===== src/rtl/rf_pkg.sv =====
// Shared widths, the zero-register constant and the writeback request record
// used by the register-file write-side front end.
package rf_pkg;
  localparam int RF_AW = 5;
  localparam int RF_DW = 32;

  localparam logic [RF_AW-1:0] RF_ZERO_ADDR = '0;

  typedef struct packed {
    logic             valid;
    logic [RF_AW-1:0] addr;
    logic [RF_DW-1:0] data;
  } wb_req_t;
endpackage


===== src/rtl/wb_fifo.sv =====
// Circular buffer of queued load results with per-entry valid, address-based
// invalidation and two address-match query ports for hazard detection.
module wb_fifo
  import rf_pkg::*;
#(
  parameter int DEPTH = 4,
  parameter int AW    = RF_AW,
  parameter int DW    = RF_DW
) (
  input  logic                   clk,
  input  logic                   rst_n,
  input  logic                   push,
  input  logic [AW-1:0]          push_addr,
  input  logic [DW-1:0]          push_data,
  input  logic                   pop,
  input  logic                   inv,
  input  logic [AW-1:0]          inv_addr,
  input  logic [AW-1:0]          qa1,
  input  logic [AW-1:0]          qa2,
  output logic                   head_valid,
  output logic [AW-1:0]          head_addr,
  output logic [DW-1:0]          head_data,
  output logic                   match1,
  output logic                   match2,
  output logic [$clog2(DEPTH):0] count
);
  localparam int PW = $clog2(DEPTH);

  logic [AW-1:0]    addr_q [DEPTH];
  logic [DW-1:0]    data_q [DEPTH];
  logic [DEPTH-1:0] vld_q;
  logic [PW-1:0]    head_q;
  logic [PW-1:0]    tail_q;
  logic [PW:0]      count_q;

  // Later assignments win: a pop clears the head and a push marks the tail live,
  // so a killed entry still occupies its slot until it reaches the head.
  always_ff @(posedge clk or negedge rst_n) begin
    if (!rst_n) begin
      vld_q   <= '0;
      head_q  <= '0;
      tail_q  <= '0;
      count_q <= '0;
    end else begin
      for (int i = 0; i < DEPTH; i++) begin
        if (inv && vld_q[i] && (addr_q[i] == inv_addr)) vld_q[i] <= 1'b0;
      end
      if (pop) begin
        vld_q[head_q] <= 1'b0;
        head_q        <= head_q + 1'b1;
      end
      if (push) begin
        vld_q[tail_q] <= 1'b1;
        tail_q        <= tail_q + 1'b1;
      end
      case ({push, pop})
        2'b10:   count_q <= count_q + 1'b1;
        2'b01:   count_q <= count_q - 1'b1;
        default: count_q <= count_q;
      endcase
    end
  end

  always_ff @(posedge clk) begin
    if (push) begin
      addr_q[tail_q] <= push_addr;
      data_q[tail_q] <= push_data;
    end
  end

  always_comb begin
    match1 = 1'b0;
    match2 = 1'b0;
    for (int i = 0; i < DEPTH; i++) begin
      if (vld_q[i] && (addr_q[i] == qa1)) match1 = 1'b1;
      if (vld_q[i] && (addr_q[i] == qa2)) match2 = 1'b1;
    end
  end

  assign head_valid = vld_q[head_q];
  assign head_addr  = addr_q[head_q];
  assign head_data  = data_q[head_q];
  assign count      = count_q;
endmodule


===== src/rtl/rf_writeback_arbiter.sv =====
// Merges the ALU writeback path (priority, no backpressure) and the handshaked
// load path onto the single register-file write port, and flags read hazards.
module rf_writeback_arbiter
  import rf_pkg::*;
#(
  parameter int DEPTH = 4,
  parameter int AW    = RF_AW,
  parameter int DW    = RF_DW
) (
  input  logic                   clk,
  input  logic                   rst_n,
  input  logic                   alu_we,
  input  logic [AW-1:0]          alu_wa,
  input  logic [DW-1:0]          alu_wd,
  input  logic                   ld_valid,
  output logic                   ld_ready,
  input  logic [AW-1:0]          ld_wa,
  input  logic [DW-1:0]          ld_wd,
  input  logic [AW-1:0]          ra1,
  input  logic [AW-1:0]          ra2,
  output logic                   hz1,
  output logic                   hz2,
  output logic                   we,
  output logic [AW-1:0]          wa,
  output logic [DW-1:0]          wd,
  output logic [$clog2(DEPTH):0] count
);
  localparam int CW = $clog2(DEPTH) + 1;

  logic          alu_req;
  logic          ld_hs;
  logic          fifo_empty;
  logic          push;
  logic          pop;
  logic          head_valid;
  logic [AW-1:0] head_addr;
  logic [DW-1:0] head_data;
  logic          match1;
  logic          match2;
  wb_req_t       issue_p0;

  assign alu_req    = alu_we && (alu_wa != RF_ZERO_ADDR);
  assign ld_ready   = (count < CW'(DEPTH));
  assign ld_hs      = ld_valid && ld_ready;
  assign fifo_empty = (count == '0);

  wb_fifo #(
    .DEPTH (DEPTH),
    .AW    (AW),
    .DW    (DW)
  ) u_fifo (
    .clk        (clk),
    .rst_n      (rst_n),
    .push       (push),
    .push_addr  (ld_wa),
    .push_data  (ld_wd),
    .pop        (pop),
    .inv        (alu_req),
    .inv_addr   (alu_wa),
    .qa1        (ra1),
    .qa2        (ra2),
    .head_valid (head_valid),
    .head_addr  (head_addr),
    .head_data  (head_data),
    .match1     (match1),
    .match2     (match2),
    .count      (count)
  );

  // Arbitration: ALU, then FIFO head, then direct load bypass. Loads to r0, or
  // to the register the ALU overwrites this cycle, are accepted and dropped.
  always_comb begin
    issue_p0 = '0;
    push     = 1'b0;
    pop      = 1'b0;
    if (alu_req) begin
      issue_p0 = '{valid: 1'b1, addr: alu_wa, data: alu_wd};
      push     = ld_hs && (ld_wa != RF_ZERO_ADDR) && (ld_wa != alu_wa);
    end else if (!fifo_empty) begin
      pop      = 1'b1;
      issue_p0 = '{valid: head_valid, addr: head_addr, data: head_data};
      push     = ld_hs && (ld_wa != RF_ZERO_ADDR);
    end else if (ld_hs && (ld_wa != RF_ZERO_ADDR)) begin
      issue_p0 = '{valid: 1'b1, addr: ld_wa, data: ld_wd};
    end
  end

  // Write-port register stage
  always_ff @(posedge clk or negedge rst_n) begin
    if (!rst_n) begin
      we <= 1'b0;
      wa <= '0;
      wd <= '0;
    end else begin
      we <= issue_p0.valid;
      if (issue_p0.valid) begin
        wa <= issue_p0.addr;
        wd <= issue_p0.data;
      end
    end
  end

  assign hz1 = (ra1 != RF_ZERO_ADDR) && (match1 || (we && (wa == ra1)));
  assign hz2 = (ra2 != RF_ZERO_ADDR) && (match2 || (we && (wa == ra2)));
endmodule


===== config.mk =====
export PLATFORM = sky130hd
export DESIGN_NAME = rf_writeback_arbiter
export DESIGN_NICKNAME = d
export VERILOG_FILES = /design/src/rtl/rf_pkg.sv /design/src/rtl/wb_fifo.sv /design/src/rtl/rf_writeback_arbiter.sv
export SDC_FILE = /design/constraint.sdc
export NUM_CORES = 1
export LEC_CHECK = 0
export CAP_MARGIN = 20
export CORE_ASPECT_RATIO = 1.75
export CORE_UTILIZATION = 40
export CTS_CLUSTER_SIZE = 10
export DETAILED_ROUTE_END_ITERATION = 8
export PLACE_DENSITY_LB_ADDON = 0.3
export SLEW_MARGIN = 40
export SYNTH_ARGS = -nofsm -noshare
export SYNTH_HDL_FRONTEND = slang
export SYNTH_SLANG_ARGS = --single-unit

===== constraint.sdc =====
create_clock -name clk -period 3.1 [get_ports clk]
set_input_delay 0.62 -clock clk [delete_from_list [all_inputs] [get_ports clk]]
set_output_delay 0.62 -clock clk [all_outputs]
set_load 0.01 [all_outputs]

* Word level (Yosys, flattened, before mapping) *
Memories as Yosys holds them, arrays and structs flattened.
Cells that the tools add are included.

operators by class
  eq/ne operators = 17
  muxes and demuxes = 30
  divide/modulo/power cells = 0
  magnitude comparators = 5
  $add $sub $neg = 4
  bitwise operators = 3
  reduce and logical (&&, ||, !) cells = 34
  multipliers = 0
  shifts and indexed selects = 0

operator list
  operator                                                            number
  two-way mux 38 bit                                                  3
  equality test 5 bit                                                 14
  logical AND 1 bit                                                   26
  two-way mux 1 bit                                                   21
  nonzero test 5 bit                                                  4
  two-way mux 4 bit                                                   2
  < comparator 2 x 3 -> 1 bit (second input constant)                 2
  one-hot mux 3 bit (2 select lines)                                  1
  != test 5 bit                                                       1
  adder 2 x 1 -> 2 bit (second input constant)                        2
  bitwise AND 4 bit                                                   1
  demux 1 bit (select 2 bit)                                          2
  greater-or-equal comparator 2 x 1 -> 1 bit (second input constant)  2
  inverter 4 bit                                                      1
  OR 4 bit                                                            1
  adder 3 x 1 -> 3 bit (second input constant)                        1
  logical NOT 3 bit                                                   1
  < comparator 3 bit (second input constant)                          1
  subtractor 3 x 1 -> 3 bit (second input constant)                   1
  binary-select mux 1 bit (select 2 bit)                              1
  equality test 2 x 1 -> 1 bit (second input constant)                1
  equality test 2 bit (second input constant)                         1
  logical OR 1 bit                                                    2
  nonzero test 2 bit                                                  1

storage, ports and cells
  register bits after elaboration = 49
  latch bits = 0
  bits in read-only memories = 0
  memories = 2
  logic and storage cells = 102
  memory bits (writable) = 148

memories
  memory         words  width  rd ports  clocked after Yosys merged registers in  wr ports  RTL line       RTL
  u_fifo.data_q  4      32     1         0                                        1         wb_fifo.sv:30  logic [DW-1:0] data_q [DEPTH];
  u_fifo.addr_q  4      5      5         0                                        1         wb_fifo.sv:29  logic [AW-1:0] addr_q [DEPTH];

* Depth between registers and ports, before layout *
Gate-level depths: netlist (run 1).

  word-level depth = 9
  gate-level depth with buffers = 13

* By module *
A second synthesis (run 1) with hierarchy kept.

unflattened totals
  cell total of the unflattened synthesis = 635
  area, all modules = 9,296.4 µm²

by module, submodules not included
  module                sequential area each (µm²)  area an instance (µm²)  instances  cells each
  wb_fifo               4,719.5                     6,643.9                 1          335
  rf_writeback_arbiter  950.9                       2,652.5                 1          300

* Least setup slack after synthesis (run 1) *
OpenSTA, ideal clock, no wires.

  path kind = input -> register
  start = in alu_wa[0]
  end = mem u_fifo.addr_q[0][0] (netlist bit), enable pin
  buffers on the path = 2
  data arrival time = 3.018 ns
  stages on the path = 7
  setup slack = -0.316 ns
  setup time = 0.398 ns
  required time = 2.702 ns
  path through = buf_4 > or4_1 > o21a_1 > nor2_1 > o211a_1 > buf_2 > and2_1

between the ends
  longest elaborated chain between the ends = 5

ends and longest elaborated chain
  what                                                        RTL line                                                RTL
  start, declared                                             rf_writeback_arbiter.sv:13                              input logic [AW-1:0] alu_wa,
  != test 5 bit / nonzero test 5 bit (equally long branches)  rf_writeback_arbiter.sv:78, rf_writeback_arbiter.sv:42
  logical AND 1 bit, on equally long branches                 rf_writeback_arbiter.sv:78, rf_writeback_arbiter.sv:42
  two-way mux 1 bit *                                         rf_writeback_arbiter.sv:76                              if (alu_req) begin
  two-way mux 1 bit *                                         wb_fifo.sv:65                                           if (push) begin
  two-way mux 1 bit (implied by the code) *                   wb_fifo.sv:66                                           addr_q[tail_q] <= push_addr;
  end, declared                                               wb_fifo.sv:29

Every way passes the cells marked *; elsewhere a longest branch is shown, timed or not.

* Worst setup path after layout (run 1) *
  start = in alu_wa[0]
  end = mem u_fifo.data_q[1][22] (netlist bit), enable pin

between the ends
  longest elaborated chain between the ends = 5

ends and longest elaborated chain
  what                                                        RTL line                                                RTL
  != test 5 bit / nonzero test 5 bit (equally long branches)  rf_writeback_arbiter.sv:78, rf_writeback_arbiter.sv:42
  logical AND 1 bit, on equally long branches                 rf_writeback_arbiter.sv:78, rf_writeback_arbiter.sv:42
  two-way mux 1 bit *                                         rf_writeback_arbiter.sv:76
  two-way mux 1 bit *                                         wb_fifo.sv:65
  two-way mux 1 bit (implied by the code) *                   wb_fifo.sv:67                                           data_q[tail_q] <= push_data;
  end, declared                                               wb_fifo.sv:30

Marked as above.

==> impl_metrics.tcl, run 1 <==
set metrics [dict create \
    critPathKind "in2reg" \
    yosys_warnings 0 \
    cts_hold_buf 0 \
    rr_startpoint "u_fifo.count[2]" \
    rrSetupSlack_ns 0.96 \
    period_needed_ns 2.93 \
    power_frac_seq_pct 39.9 \
    synth_cell_types 40 \
    setup_ws_ns 0.167 \
    p_leak_nw 4.11 \
    slew_violations 0 \
    cp.required_ns 3.24 \
    min_path_type "in2async" \
    p_sw_share_pct 33.4 \
    antenna_found_initial 1 \
    ys_top_cells_by_area "edfxtp_1, dfrtp_1, mux4_2, xor2_1, o2bb2ai_1" \
    drtIter0Drc 308 \
    setup_viol 0 \
    finalNetCount 881 \
    synth.top_cells.by_count "edfxtp_1, xor2_1, dfrtp_1" \
    wl_met1_um 8970 \
    p_comb_share_pct 37.8 \
    synth_ff_type "edfxtp_1" \
    dr_wl_met3_um 1130 \
    place_congestion 0.908 \
    fin_worst_skew_ns 0.0136 \
    routed-wl-met2_um 14600 \
    synth-edff-count 148 \
    hold_violations 0 \
    p_sw_mw 3.16 \
    syn2layout_area_growth_pct 27.3 \
    cts_tree "yes" \
    die-height_um 202 \
    grt_first_pass_wirelength_um 38100 \
    cts_setup_buffers 0 \
    path_clk_slew_ns 0.07 \
    p_int_mw 6.31 \
    timing.hold.ws_ns 0.0957 \
    wl_per_cell_um 23.4 \
    reg2reg_depth 10 \
    fmax_mhz 341 \
    yosys.area.top_type "edfxtp_1" \
    relSlewSlack_pct 53.2 \
    synth.most_common_cell "edfxtp_1" \
    ioPinCount 132 \
    row_count 72 \
    hpwl_um 17900 \
    cp.arrival_ns 3.08 \
    power_frac_clock_pct 22.3 \
    syn-cell-area_um2 9120 \
    synthCells 635 \
    endpoint_kind "flip-flop" \
    tightest_slew_ns 0.695 \
    top_layer_used "met4" \
    dr.pass1.iters 4 \
    setup.worst_path.start_class "input pin" \
    tns_ns 0 \
    ys_seq_area_share_pct 62.2 \
    outcome "finished clean" \
    nFillCells 1898 \
    avgViaCountPerCell 5.56 \
    grt_usage_pct 22.8 \
    h-tree-depth 4 \
    fp.dieW_um 116 \
    syn-mean-instance-area_um2 14.4 \
    drv_cap 0 \
    syn_nets 733 \
    port_buffers 131 \
    regToRegEndpoint "u_fifo.count[2]" \
    synth_top_area_share_pct 48.7 \
    cts_inserted_buffers 17 \
    post-route-drc-count 0 \
    dieArea_um2 23400 \
    postRouteAntennaNets 0 \
    start_util_pct 41.0 \
    grt_max_degree 44 \
    vias 6078 \
    path_max_fanout 10 \
    ctsLongestPathBuffers 2 \
    routed_wl_um 25600 \
    cts_root_buf "clkbuf_16" \
    gr-total-overflow 0 \
    ir_drop_mv 0.647 \
    core_um2 22300 \
    total_power_mw 9.47 \
    powerDensity_nw_per_um2 815 \
    grt_pass1_vias 6417 \
    synth_seq_cells 197 \
    fin_crit_sh_pct 94.6 \
    insertion_delay_ns 0.43 \
    ys_async_sr_fraction_pct 24.9 \
    dp_slack_ns -0.284 \
    cts_sinks 197 \
    drive_above_1_share_pct 18.6 \
    rsz0062_at_grt "no" \
]
## power by group through the flow
stage | Clock (mW) | Sequential, mW | Combinational (mW)
final | 2.11 | 3.78 | 3.58
after floorplan | 0 | 3.83 | 2.08
after detailed placement | 0 | 3.83 | 3.63
after global placement | 0 | 3.80 | 3.57
after global routing | 2.25 | 3.83 | 3.89
after CTS | 2.16 | 3.78 | 3.65
## worst max-delay path, stage by stage
cell and delay [ns]:
clkdlybuf4s50_1 0.48, or4_1 0.63, o21a_2 0.25, nor2_1 0.24, o211a_1 0.21, buf_4 0.18, and2_2 0.28, buf_4 0.19
## cell families (layout without fill, tap and decap cells)
kind of cell               after synthesis  after routing  share of synthesized area (%)
other                                    0              1                              0
and+or+nand+nor                        133            133                           7.06
xor gates and xnor gates                80             80                           7.68
adders and majority gates               10             10                           1.45
muxes                                   40             40                           9.61
DFF                                    197            197                           62.2
AOI/OAI and AO/OA                      114            114                           8.83
buffers and inverters                   61            222                           3.21
## cells in the final DEF (no fill, tap or decap), types with 2 or more instances in the layout
master	count
inv_6	2
clkdlybuf4s50_1	123
clkbuf_16	17
a31oi_1	28
a32o_1	4
nand3_1	20
nand4_1	4
xnor2_1	24
dlygate4sd2_1	7
nor4_1	10
buf_4	41
and2_2	4
o2bb2ai_1	27
mux4_2	38
dfrtp_2	2
inv_1	9
dfrtp_1	47
buf_12	9
clkinvlp_4	5
o22a_1	2
nor2_2	8
xor2_1	56
nand2_1	38
edfxtp_1	148
a221oi_1	5
and4_1	5
nor3_1	5
nor2_1	31
o21ai_0	5
a21oi_1	28
a21oi_2	9
o21a_2	2
or4_1	4
ha_1	9
inv_8	2
## repair_timing
item,4_1_cts,5_1_grt
endpoints found under the setup margin,2,0
hold endpoints to repair,0,0
gates resized for setup,7,0
## metal layers
metal  GRT usage [%]  vias up
met5               0        -
met3            4.41       53
met2            42.8      201
li1                -     2709
met1            23.9     3115
met4            10.3        0
## registers in the layout (all words and copies together) (netlist names)
register and cells:
u_fifo.addr_q 20, u_fifo.count 3, u_fifo.data_q 128, u_fifo.head_q 2, u_fifo.tail_q 2, u_fifo.vld_q 4
wa 5, wd 32, we 1
## worst max-delay path by stage
stage / start / to / slack (ns) / depth (start not counted)
finish: alu_wa[0] / u_fifo.data_q[1][22] / 0.17 / 8
global route: alu_wa[0] / u_fifo.count[2] / 0.03 / 12
CTS: alu_wa[0] / u_fifo.data_q[1][10] / 0.15 / 8
detailed placement: alu_wa[0] / u_fifo.data_q[1][9] / -0.28 / 8
global placement: alu_wa[0] / u_fifo.count[2] / -0.24 / 12
floorplan: alu_wa[0] / u_fifo.count[2] / 0.03 / 13
## area by class of cell
class / instances / area [µm²] / share of cell area (%)
repair buffers: 181 / 1790 / 15.4
flip-flops and latches: 197 / 5670 / 48.8
well taps: 296 / 370 / 3.19
diodes: 1 / 2.50 / 0.0215
inverters: 9 / 33.8 / 0.291
clock inverters: 13 / 125 / 1.08
multi-input cells: 377 / 3190 / 27.4
clock buffers: 19 / 443 / 3.81
## per-stage QoR
stage	util, %	instances	area, µm²
after floorplan	-	635	9130
after global routing	52.2	1093	11600
final	52.2	1093	11600
after CTS	52.2	1092	11600
after global placement	49.7	1060	11100
after detailed placement	49.7	1060	11100
Note: power is estimated with default switching activity, not from simulation.
==> run 2: changes to the inputs <==
Settings changed: CORE_MARGIN set to 2.
==> run 2 against run 1 <==
  * Clock skew down 0.0012 ns
  * Critical endpoint is now hz1
  * Final area up 0.61%
  * Global-route usage down 1.7 points
  * Highest routed layer unchanged
  * Count of clock-buffer cells in the layout down 2
  * Sequential cell count unchanged
  * Die area up 2.7%
  * Clock power up 7%
  * Largest power group unchanged
  * Worst hold slack better by 0.042 ns
  * Total power up 1.4%
  * Final cell count about the same
  * Wire length down 4.0%
==> impl_metrics.tcl, run 2 (same netlist as run 1, synthesis figures left out) <==
set metrics [dict create \
    outcome "finished clean" \
    critPathKind "in2out" \
    dp_slack_ns -0.239 \
    rrSetupSlack_ns 0.91 \
    dp_cells 1058 \
    cp.required_ns 2.48 \
    power_frac_clock_pct 23.5 \
    mostFrequentLayoutCell "edfxtp_1" \
    hold_violations 0 \
    crit_top_cell "nand3_1" \
    cts_root_buf "clkbuf_16" \
    postRouteAntennaNets 0 \
    layout_common_cells "edfxtp_1, clkdlybuf4s50_1, xor2_1, dfrtp_1" \
    ioPinCount 132 \
    nFillCells 1917 \
    p_leak_nw 4.14 \
    gr-total-overflow 0 \
    hpwl_um 17100 \
    timing.hold.ws_ns 0.137 \
    fp.dieW_um 118 \
    min_path_type "in2async" \
    final_core_util_pct 51.8 \
    syn2layout_area_growth_pct 28.1 \
    drv_cap 0 \
    antenna_found_initial 0 \
    placedInstanceArea_um2 11000 \
    period_needed_ns 3.04 \
    grt_pass1_vias 6431 \
    worst_path_max_delay_cell "clkdlybuf4s50_1" \
    grt_max_degree 42 \
    finalInstanceArea_um2 11700 \
    ctsLongestPathBuffers 2 \
    reg2reg_depth 6 \
    cts_inserted_buffers 17 \
    path_clk_slew_ns 0.07 \
    place_congestion 1.00 \
    cts_tree "yes" \
    cp.arrival_ns 2.42 \
    p_sw_share_pct 33.8 \
    row_count 73 \
    wl_per_cell_um 22.4 \
    post-route-drc-count 0 \
    fmax_mhz 329 \
    power_frac_seq_pct 39.4 \
    cts_hold_buf 0 \
    path_max_fanout 6 \
    insertion_delay_ns 0.44 \
    routed_wl_um 24500 \
    start_util_pct 40.4 \
    setup_viol 0 \
    slew_violations 0 \
    path_cells "dlygate4sd2_1 > xor2_1 > nor4_2 > nand3_1 > nand3_1 > o22a_1 > clkdlybuf4s50_1" \
    tightest_slew_ns 0.615 \
    regToRegEndpoint "wa[4]" \
    top_register "u_fifo.data_q" \
    rsz0062_at_grt "no" \
    largest_reg_flops 128 \
    register_area_um2 5670 \
    drive_above_1_share_pct 18.9 \
    avgViaCountPerCell 5.51 \
    endpoint_kind "primary output" \
    p_sw_mw 3.24 \
    p_int_mw 6.36 \
    finalNetCount 879 \
    rr_startpoint "u_fifo.head_q[0]" \
    core_um2 22600 \
    p_comb_share_pct 37.1 \
    relSlewSlack_pct 58.6 \
    fin_worst_skew_ns 0.0124 \
    port_buffers 131 \
    dr.pass1.iters 6 \
    grt_usage_pct 21.1 \
    die-height_um 204 \
    fin_crit_sh_pct 98.1 \
    powerDensity_nw_per_um2 822 \
    largestRegisters "u_fifo.data_q x128, wd x32, u_fifo.addr_q x20" \
    setup.worst_path.start_class "input pin" \
    drtIter0Drc 440 \
    dieArea_um2 24100 \
    vias 6024 \
    grt_first_pass_wirelength_um 38000 \
    ir_drop_mv 0.440 \
    fin_cells 1094 \
    setup_ws_ns 0.0593 \
    h-tree-depth 4 \
    diodes 0 \
    multi_input_area_um2 3190 \
    max_stage_delay_ns 0.52 \
    cts_sinks 197 \
]
==> run 2: cell types whose count changed in the layout (fill, tap and decap cells not counted), sizes merged <==
cell	before	now
clkdlybuf4s50	123	122
inv	13	17
diode	1	0
clkinvlp	5	0
dlygate4sd2	7	6
clkinv	3	6
buf	51	49
==> run 2: worst max path at each step <==
stage / to / start / slack, ns
CTS: hz1 / u_fifo.addr_q[0][3] / 0.02
floorplan: u_fifo.count[2] / alu_wa[0] / 0.03
finish: hz1 / ra1[3] / 0.06
detailed placement: hz1 / ra1[3] / -0.24
global placement: hz1 / ra1[2] / -0.21
global route: hz1 / u_fifo.addr_q[2][1] / 0.002
==> run 2: timing repair <==
item | 4_1_cts | 5_1_grt
gates resized for setup | 8 | 5
pin swaps | 1 | 0
setup endpoints to repair | 2 | 1
buffers inserted | 0 | 4
==> run 2: worst max-delay path, delay by kind of cell <==
family / cells / cell delay [ns]
AOI/OAI and AO/OA: 1 / 0.16
and+or+nand+nor: 3 / 0.55
buffers and inverters: 2 / 0.94
xor gates and xnor gates: 1 / 0.14
==> run 2: routing by layer <==
layer | global-route usage (%) | share of wire, % | up-vias | routed length (µm)
met5 | 0 | 0 | - | 0
met4 | 10.7 | 3.9 | 0 | 959
met3 | 3.36 | 3.5 | 56 | 867
met2 | 38.7 | 56 | 191 | 13700
met1 | 23.5 | 37 | 3072 | 9040
li1 | - | - | 2705 | -
==> run 2: cell type report <==
type / count / share of cell area [%]
Timing Repair Buffer: 179 / 15.3
Multi-Input combinational cell: 377 / 27.3
Inverter: 9 / 0.289
Clock inverter: 15 / 1.73
Clock buffer: 17 / 3.64
Tap cell: 300 / 3.21
Sequential cell: 197 / 48.5
==> run 2: stage by stage <==
step | power (mW) | TNS, ns
floorplan | 5.91 | 0
global placement | 7.35 | -18.90
detailed placement | 7.44 | -20.47
CTS | 9.73 | 0
global route | 10.1 | 0
finish | 9.60 | 0
==> run 2: power by group through the flow <==
stage / logic [mW] / clock network, mW / registers (mW)
3_5_place_dp: 3.60 / 0 / 3.84
3_3_place_gp: 3.54 / 0 / 3.81
2_1_floorplan: 2.08 / 0 / 3.83
6_report: 3.56 / 2.26 / 3.78
5_1_grt: 3.89 / 2.41 / 3.84
4_1_cts: 3.62 / 2.32 / 3.79
